**src/rtl/id_ex_if.sv**
```systemverilog
// id_ex_if: decode, forwarding, control and ALU-side signals of the ID/EX stage
interface id_ex_if #(parameter int XLEN = 32, parameter int RA_W = 5);
  logic in_valid;
  logic [XLEN-1:0] in_pc, in_rs1_data, in_rs2_data, in_imm;
  logic [RA_W-1:0] in_rs1_addr, in_rs2_addr, in_rd_addr;
  logic [3:0] in_alu_sel;
  logic in_use_imm, in_uses_rs2, in_reg_write, in_mem_read, in_mem_write;
  logic [RA_W-1:0] ex_mem_rd;
  logic ex_mem_reg_write, ex_mem_mem_read;
  logic [XLEN-1:0] ex_mem_res;
  logic [RA_W-1:0] mem_wb_rd;
  logic mem_wb_reg_write;
  logic [XLEN-1:0] mem_wb_data;
  logic hold, flush;
  logic stall_out, out_valid;
  logic [XLEN-1:0] alu_a, alu_b, store_data, out_pc;
  logic [3:0] alu_select;
  logic [RA_W-1:0] out_rd;
  logic out_reg_write, out_mem_read, out_mem_write;
  modport master (
    output in_valid, in_pc, in_rs1_data, in_rs2_data, in_imm, in_rs1_addr, in_rs2_addr, in_rd_addr,
           in_alu_sel, in_use_imm, in_uses_rs2, in_reg_write, in_mem_read, in_mem_write,
           ex_mem_rd, ex_mem_reg_write, ex_mem_mem_read, ex_mem_res,
           mem_wb_rd, mem_wb_reg_write, mem_wb_data, hold, flush,
    input  stall_out, out_valid, alu_a, alu_b, alu_select, store_data, out_pc, out_rd,
           out_reg_write, out_mem_read, out_mem_write
  );
  modport slave (
    input  in_valid, in_pc, in_rs1_data, in_rs2_data, in_imm, in_rs1_addr, in_rs2_addr, in_rd_addr,
           in_alu_sel, in_use_imm, in_uses_rs2, in_reg_write, in_mem_read, in_mem_write,
           ex_mem_rd, ex_mem_reg_write, ex_mem_mem_read, ex_mem_res,
           mem_wb_rd, mem_wb_reg_write, mem_wb_data, hold, flush,
    output stall_out, out_valid, alu_a, alu_b, alu_select, store_data, out_pc, out_rd,
           out_reg_write, out_mem_read, out_mem_write
  );
endinterface

```
**src/rtl/id_ex_stage.sv**
```systemverilog
// id_ex_stage: ID/EX pipeline register with operand forwarding and load-use bubble insertion
module id_ex_stage #(parameter int XLEN = 32, parameter int RA_W = 5) (
  input logic clk,
  input logic rst,
  id_ex_if.slave bus
);
  logic v, ui, rw, mr, mw;
  logic [XLEN-1:0] pc, d1, d2, imm, r1, r2;
  logic [RA_W-1:0] a1, a2, rd;
  logic [3:0] sel;
  logic f1e, f2e, f1w, f2w, hazard;
  // forwarding select, load-use detection and output drive
  always_comb begin
    f1e = bus.ex_mem_reg_write && !bus.ex_mem_mem_read && (bus.ex_mem_rd != '0) && (bus.ex_mem_rd == a1);
    f2e = bus.ex_mem_reg_write && !bus.ex_mem_mem_read && (bus.ex_mem_rd != '0) && (bus.ex_mem_rd == a2);
    f1w = bus.mem_wb_reg_write && (bus.mem_wb_rd != '0) && (bus.mem_wb_rd == a1);
    f2w = bus.mem_wb_reg_write && (bus.mem_wb_rd != '0) && (bus.mem_wb_rd == a2);
    r1 = f1e ? bus.ex_mem_res : f1w ? bus.mem_wb_data : d1;
    r2 = f2e ? bus.ex_mem_res : f2w ? bus.mem_wb_data : d2;
    hazard = v && mr && (rd != '0) && bus.in_valid &&
             ((rd == bus.in_rs1_addr) || (bus.in_uses_rs2 && (rd == bus.in_rs2_addr)));
    bus.stall_out = bus.hold | hazard;
    bus.out_valid = v;
    bus.alu_a = r1;
    bus.alu_b = ui ? imm : r2;
    bus.store_data = r2;
    bus.alu_select = sel;
    bus.out_pc = pc;
    bus.out_rd = rd;
    bus.out_reg_write = v & rw;
    bus.out_mem_read = v & mr;
    bus.out_mem_write = v & mw;
  end
  // stage register: reset > flush > hold (refreshing retiring operands) > bubble > capture
  always_ff @(posedge clk) begin
    if (rst) begin
      {v, ui, rw, mr, mw} <= '0;
      {pc, d1, d2, imm} <= '0;
      {a1, a2, rd} <= '0;
      sel <= '0;
    end else if (bus.flush) begin
      {v, rw, mr, mw} <= '0;
    end else if (bus.hold) begin
      if (f1w) d1 <= bus.mem_wb_data;
      if (f2w) d2 <= bus.mem_wb_data;
    end else if (hazard) begin
      {v, rw, mr, mw} <= '0;
    end else begin
      v <= bus.in_valid;
      pc <= bus.in_pc;
      d1 <= bus.in_rs1_data;
      d2 <= bus.in_rs2_data;
      imm <= bus.in_imm;
      a1 <= bus.in_rs1_addr;
      a2 <= bus.in_rs2_addr;
      rd <= bus.in_rd_addr;
      sel <= bus.in_alu_sel;
      ui <= bus.in_use_imm;
      rw <= bus.in_reg_write;
      mr <= bus.in_mem_read;
      mw <= bus.in_mem_write;
    end
  end
endmodule
```
**src/flat_wrapper.sv**
```systemverilog
// flat-port wrapper written by rule: the top's interface ports become plain ports
module id_ex_stage_flat 
#(parameter int XLEN = 32, parameter int RA_W = 5)
  (clk, rst, bus_in_valid, bus_in_pc, bus_in_rs1_data, bus_in_rs2_data, bus_in_imm, bus_in_rs1_addr, bus_in_rs2_addr, bus_in_rd_addr, bus_in_alu_sel, bus_in_use_imm, bus_in_uses_rs2, bus_in_reg_write, bus_in_mem_read, bus_in_mem_write, bus_ex_mem_rd, bus_ex_mem_reg_write, bus_ex_mem_mem_read, bus_ex_mem_res, bus_mem_wb_rd, bus_mem_wb_reg_write, bus_mem_wb_data, bus_hold, bus_flush, bus_stall_out, bus_out_valid, bus_alu_a, bus_alu_b, bus_alu_select, bus_store_data, bus_out_pc, bus_out_rd, bus_out_reg_write, bus_out_mem_read, bus_out_mem_write);
  id_ex_if #(.XLEN(XLEN), .RA_W(RA_W)) bus_i ();
  input logic clk;
  input logic rst;
  input wire logic [$bits(bus_i.in_valid)-1:0] bus_in_valid;
  input wire logic [$bits(bus_i.in_pc)-1:0] bus_in_pc;
  input wire logic [$bits(bus_i.in_rs1_data)-1:0] bus_in_rs1_data;
  input wire logic [$bits(bus_i.in_rs2_data)-1:0] bus_in_rs2_data;
  input wire logic [$bits(bus_i.in_imm)-1:0] bus_in_imm;
  input wire logic [$bits(bus_i.in_rs1_addr)-1:0] bus_in_rs1_addr;
  input wire logic [$bits(bus_i.in_rs2_addr)-1:0] bus_in_rs2_addr;
  input wire logic [$bits(bus_i.in_rd_addr)-1:0] bus_in_rd_addr;
  input wire logic [$bits(bus_i.in_alu_sel)-1:0] bus_in_alu_sel;
  input wire logic [$bits(bus_i.in_use_imm)-1:0] bus_in_use_imm;
  input wire logic [$bits(bus_i.in_uses_rs2)-1:0] bus_in_uses_rs2;
  input wire logic [$bits(bus_i.in_reg_write)-1:0] bus_in_reg_write;
  input wire logic [$bits(bus_i.in_mem_read)-1:0] bus_in_mem_read;
  input wire logic [$bits(bus_i.in_mem_write)-1:0] bus_in_mem_write;
  input wire logic [$bits(bus_i.ex_mem_rd)-1:0] bus_ex_mem_rd;
  input wire logic [$bits(bus_i.ex_mem_reg_write)-1:0] bus_ex_mem_reg_write;
  input wire logic [$bits(bus_i.ex_mem_mem_read)-1:0] bus_ex_mem_mem_read;
  input wire logic [$bits(bus_i.ex_mem_res)-1:0] bus_ex_mem_res;
  input wire logic [$bits(bus_i.mem_wb_rd)-1:0] bus_mem_wb_rd;
  input wire logic [$bits(bus_i.mem_wb_reg_write)-1:0] bus_mem_wb_reg_write;
  input wire logic [$bits(bus_i.mem_wb_data)-1:0] bus_mem_wb_data;
  input wire logic [$bits(bus_i.hold)-1:0] bus_hold;
  input wire logic [$bits(bus_i.flush)-1:0] bus_flush;
  output wire logic [$bits(bus_i.stall_out)-1:0] bus_stall_out;
  output wire logic [$bits(bus_i.out_valid)-1:0] bus_out_valid;
  output wire logic [$bits(bus_i.alu_a)-1:0] bus_alu_a;
  output wire logic [$bits(bus_i.alu_b)-1:0] bus_alu_b;
  output wire logic [$bits(bus_i.alu_select)-1:0] bus_alu_select;
  output wire logic [$bits(bus_i.store_data)-1:0] bus_store_data;
  output wire logic [$bits(bus_i.out_pc)-1:0] bus_out_pc;
  output wire logic [$bits(bus_i.out_rd)-1:0] bus_out_rd;
  output wire logic [$bits(bus_i.out_reg_write)-1:0] bus_out_reg_write;
  output wire logic [$bits(bus_i.out_mem_read)-1:0] bus_out_mem_read;
  output wire logic [$bits(bus_i.out_mem_write)-1:0] bus_out_mem_write;
  assign bus_i.in_valid = bus_in_valid;
  assign bus_i.in_pc = bus_in_pc;
  assign bus_i.in_rs1_data = bus_in_rs1_data;
  assign bus_i.in_rs2_data = bus_in_rs2_data;
  assign bus_i.in_imm = bus_in_imm;
  assign bus_i.in_rs1_addr = bus_in_rs1_addr;
  assign bus_i.in_rs2_addr = bus_in_rs2_addr;
  assign bus_i.in_rd_addr = bus_in_rd_addr;
  assign bus_i.in_alu_sel = bus_in_alu_sel;
  assign bus_i.in_use_imm = bus_in_use_imm;
  assign bus_i.in_uses_rs2 = bus_in_uses_rs2;
  assign bus_i.in_reg_write = bus_in_reg_write;
  assign bus_i.in_mem_read = bus_in_mem_read;
  assign bus_i.in_mem_write = bus_in_mem_write;
  assign bus_i.ex_mem_rd = bus_ex_mem_rd;
  assign bus_i.ex_mem_reg_write = bus_ex_mem_reg_write;
  assign bus_i.ex_mem_mem_read = bus_ex_mem_mem_read;
  assign bus_i.ex_mem_res = bus_ex_mem_res;
  assign bus_i.mem_wb_rd = bus_mem_wb_rd;
  assign bus_i.mem_wb_reg_write = bus_mem_wb_reg_write;
  assign bus_i.mem_wb_data = bus_mem_wb_data;
  assign bus_i.hold = bus_hold;
  assign bus_i.flush = bus_flush;
  assign bus_stall_out = bus_i.stall_out;
  assign bus_out_valid = bus_i.out_valid;
  assign bus_alu_a = bus_i.alu_a;
  assign bus_alu_b = bus_i.alu_b;
  assign bus_alu_select = bus_i.alu_select;
  assign bus_store_data = bus_i.store_data;
  assign bus_out_pc = bus_i.out_pc;
  assign bus_out_rd = bus_i.out_rd;
  assign bus_out_reg_write = bus_i.out_reg_write;
  assign bus_out_mem_read = bus_i.out_mem_read;
  assign bus_out_mem_write = bus_i.out_mem_write;
  id_ex_stage #(.XLEN(XLEN), .RA_W(RA_W)) u_core (.clk(clk), .rst(rst), .bus(bus_i));
endmodule
```
**config.mk**
```make
export PLATFORM = sky130hd
export DESIGN_NAME = id_ex_stage_flat
export DESIGN_NICKNAME = d
export VERILOG_FILES = /design/src/rtl/id_ex_if.sv /design/src/rtl/id_ex_stage.sv /design/src/flat_wrapper.sv
export SDC_FILE = /design/constraint.sdc
export NUM_CORES = 1
export LEC_CHECK = 0
export ABC_AREA = 1
export BUFFER_PORTS_ARGS = -buffer_cell sky130_fd_sc_hd__buf_2
export CAP_MARGIN = 20
export CORE_AREA = 2 2 148 150
export DETAILED_ROUTE_END_ITERATION = 7
export DIE_AREA = 0 0 150 152
export PLACE_DENSITY = 0.82
export SETUP_SLACK_MARGIN = 0.2
export SYNTH_ARGS = -nofsm -noshare
export SYNTH_HDL_FRONTEND = slang
export SYNTH_SLANG_ARGS = --single-unit
```
**constraint.sdc**
```tcl
create_clock -name clk -period 4.8 [get_ports clk]
set_input_delay 0.96 -clock clk [delete_from_list [all_inputs] [get_ports clk]]
set_output_delay 0.96 -clock clk [all_outputs]
set_load 0.02 [all_outputs]
```
==> metrics.md <==
| Metric | Value |
|---|---|
| Status | completed |
| Setup crit end kind | output pin |
| Register area share after synthesis | 30.5% |
| Most frequent cells in the layout | 710 x nand2_1, 375 x buf_2, 338 x nor2_1 |
| Syn Nets | ~2000 |
| Cell mode on critical path | nand2_1 |
| Area of the mapped netlist | approximately 0.01 mm^2 |
| Hold Violations, Final | 0 |
| Setup skew after layout | around 0.016 ns |
| CTS hold repair buffers | 0 |
| Worst path max stage delay | 0.54 ns |
| Crit path kind | input port to output pin |
| Initial DRC Count | 1200 |
| Yosys reg bits | ~150 |
| FMAX | about 260 MHz |
| Largest family of logic cells by synthesized area | simple AND/OR/NAND/NOR gates |
| Initial antenna violation count | 12 |
| CTS Buf Count | 17 |
| Ys Warns | 0 |
| Sum of negative setup slack | 0 ns |
| DRT Pass-1 Iters | 8 |
| Synth Area in Compound Gates | between 1.5 and 2% |
| Commonest non-fill, non-tap cell in the layout | nand2_1 |
| Total number of vias | approximately 12000 |
| CTS clk-pin slew, worst paths | 0.07 ns |
| Measured slew at the worst slew-check pin | ~0.94 ns |
| Global-route wire length before repair | 53700 um |
| H-tree depth | 4 |
| IO Port Bufs | 375 |
| Setup repair after global routing missed its margin | false |
| Post-route cell area | 0.0125 mm^2 |
| Critical hold path startpoint | u_core.rw |
| Share of cells above drive strength 1 | between 20% and 30% |
| Clock Path Buffers | 2 |
| Cell leakage power | 7.59 nW |
| Nets | 2349 |
| Mux contribution to synthesized area | 0% |
| Antenna-violating nets left | 0 |
| Peak supply drop | ~190 uV |
| Die footprint | around 0.023 mm^2 |
| Synth unique cells | 24 |
| Slew headroom | between 30% and 40% |
| Worst r2r src | u_core.bus.out_rd[4] |
| HPWL Detailed | around 25000 um |
| Core area | approximately 0.021 mm^2 |
| Clock Sinks | about 150 |
| Rows | between 50 and 60 |
| # DRC | 0 |
| Min Tclk post-route | approximately 3.8 ns |
| Vias in the first global route | between 10000 and 15000 |
| Synth Area in XOR/XNOR | 1.23% |
| Crit. Startpoint | bus_ex_mem_rd[2] |
| Final Max Slew Viols | 0 |
| Critical Path Slowest Stage Cell | nand2_1 |
| Root buf cell | clkbuf_16 |
| Total wire length | roughly 35000 um |
| Avg WL per Cell | about 15 um |
| Pwr dens | between 200 and 300 mW/mm^2 |
| Setup WS pre-CTS | between 0.9 and 1 ns |
| Clock Latency Late Sink | between 0.4 and 0.5 ns |
| Post-Syn Area per Cell | ~5.5 um^2 |
| Area Growth Syn to Fin | 25.3% |
| Placed cell areas | between 0.01 and 0.015 mm^2 |
| Cells after synthesis | between 1500 and 2000 |
| Initial Util | between 40% and 50% |
| Critical-path cell list | buf_2 -> nor3_1 -> nand2_1 -> nand3_1 -> nor3_4 -> nand2_1 -> buf_4 -> nand2_1 -> nand3_1 -> nand2_1 -> buf_2 |
| Max Cap Viol | 0 |
| Worst min-delay path category | register to register |
| Grt ovf | 0 |
| Postcts setup bufs | 0 |
| Die X | 150 um |
| GRT Util Overall | slightly below 30% |
| Count of final setup violators | 0 |
| Vias/cell | ~4.9 |
| Worst setup SP type | input port |
| CTS tree | done |
| Post-synthesis adder-cell area fraction | 0% |
| Post-CTS Resized | 0 |
| Crit path DAT | 2.87 ns |
| I/O pin count | roughly 380 |
| Largest net degree at the start of global routing | slightly below 100 |
| Maximum fanout along the worst path | 19 |
| Placed insts | 2375 |
| Placer congestion estimate | about 1.0 |
| Final Cycle Share | approximately four fifths |
| Fin cells | ~2400 |
| Final setup margin | about 0.97 ns |
| Die Ht | 152 um |
| Crit path required time | around 3.8 ns |
| Synth Area in Simple Gates | between 50% and 60% |
-- report_power, final --
group / internal (mW) / switching [mW]
Sequential: 1.35 / 0.0415
Combinational: 0.325 / 0.611
Clock: 0.735 / 0.607
-- per-layer routing --
| layer | vias up | wire length, um | global-route usage (%) |
|---|---|---|---|
| li1 | 6025 | - | - |
| met1 | 5165 | 15200 | 40.4 |
| met2 | 566 | 15600 | 45.9 |
| met3 | 57 | 3430 | 6.76 |
| met4 | 2 | 861 | 10.1 |
| met5 | - | 11 | 0 |
-- synth_stat cells --
library cell,number,share of area (%)
buf_2,27,1.4
nand3_1,172,8.6
inv_1,196,7.4
a21oi_2,1,0.088
clkinv_1,1,0.038
inv_2,6,0.23
a21oi_1,36,1.8
nor3_1,2,0.10
nor3_2,1,0.10
nand4_1,2,0.13
nor2_1,339,13
nand3b_1,32,2.4
buf_1,17,0.64
xor2_1,7,0.62
xnor2_1,7,0.62
nor2_2,2,0.13
nand3_4,1,0.18
dfxtp_1,152,31
nand2_2,1,0.063
nand2_4,1,0.11
and2_1,32,2.0
clkbuf_1,31,1.2
buf_4,28,2.1
nand2_1,711,27
-- registers in the layout (all words and copies together) (netlist names) --
name and cells:
u_core.bus.out_pc 32, u_core.d1 32, u_core.d2 32, u_core.imm 32, u_core.a1 5, u_core.a2 5, u_core.bus.out_rd 5, u_core.bus.alu_select 4
u_core.bus.out_valid 1, u_core.mr 1, u_core.mw 1, u_core.rw 1, u_core.ui 1
-- final cells by class --
| class | instances | area (um^2) |
|---|---|---|
| Antenna cell | 10 | 25.0 |
| Clock buffer | 17 | 425 |
| Clock inverter | 14 | 151 |
| Fill cell | 2176 | 8870 |
| Inverter | 203 | 764 |
| Multi-Input combinational cell | 1347 | 5670 |
| Sequential cell | 152 | 3040 |
| Tap cell | 280 | 350 |
| Timing Repair Buffer | 394 | 2060 |
-- worst paths after layout --
| kind | slack [ns] | end | cells after the start |
|---|---|---|---|
| max | 0.97 | bus_alu_b[7] | 11 |
| min | 0.48 | u_core.rw | 2 |
| max reg2reg | 2.38 | u_core.d2[28] | 12 |
| min reg2reg | 0.48 | u_core.rw | 2 |
-- logic make-up after synthesis --
| kind of cell | after synthesis |
|---|---|
| AND/OR/NAND/NOR | 1296 |
| buffers and inverters | 306 |
| flip-flops | 152 |
| AO/OA/AOI/OAI | 37 |
| XOR/XNOR | 14 |
-- worst max-delay path: cells and delay by family --
family                 cells  cell delay (ns)
and+or+nand+nor            8             1.25
buffers and inverters      3             0.64
-- per-stage QoR --
step	hold WS (ns)	power, mW	utilization [%]
after floorplan	0.445	2.01	-
after global placement	0.458	2.33	55.6
after detailed placement	0.459	2.34	55.6
after CTS	0.471	3.69	58.3
after global routing	0.493	3.86	58.5
final	0.477	3.67	58.5
Power figures use the tool's default switching activity.
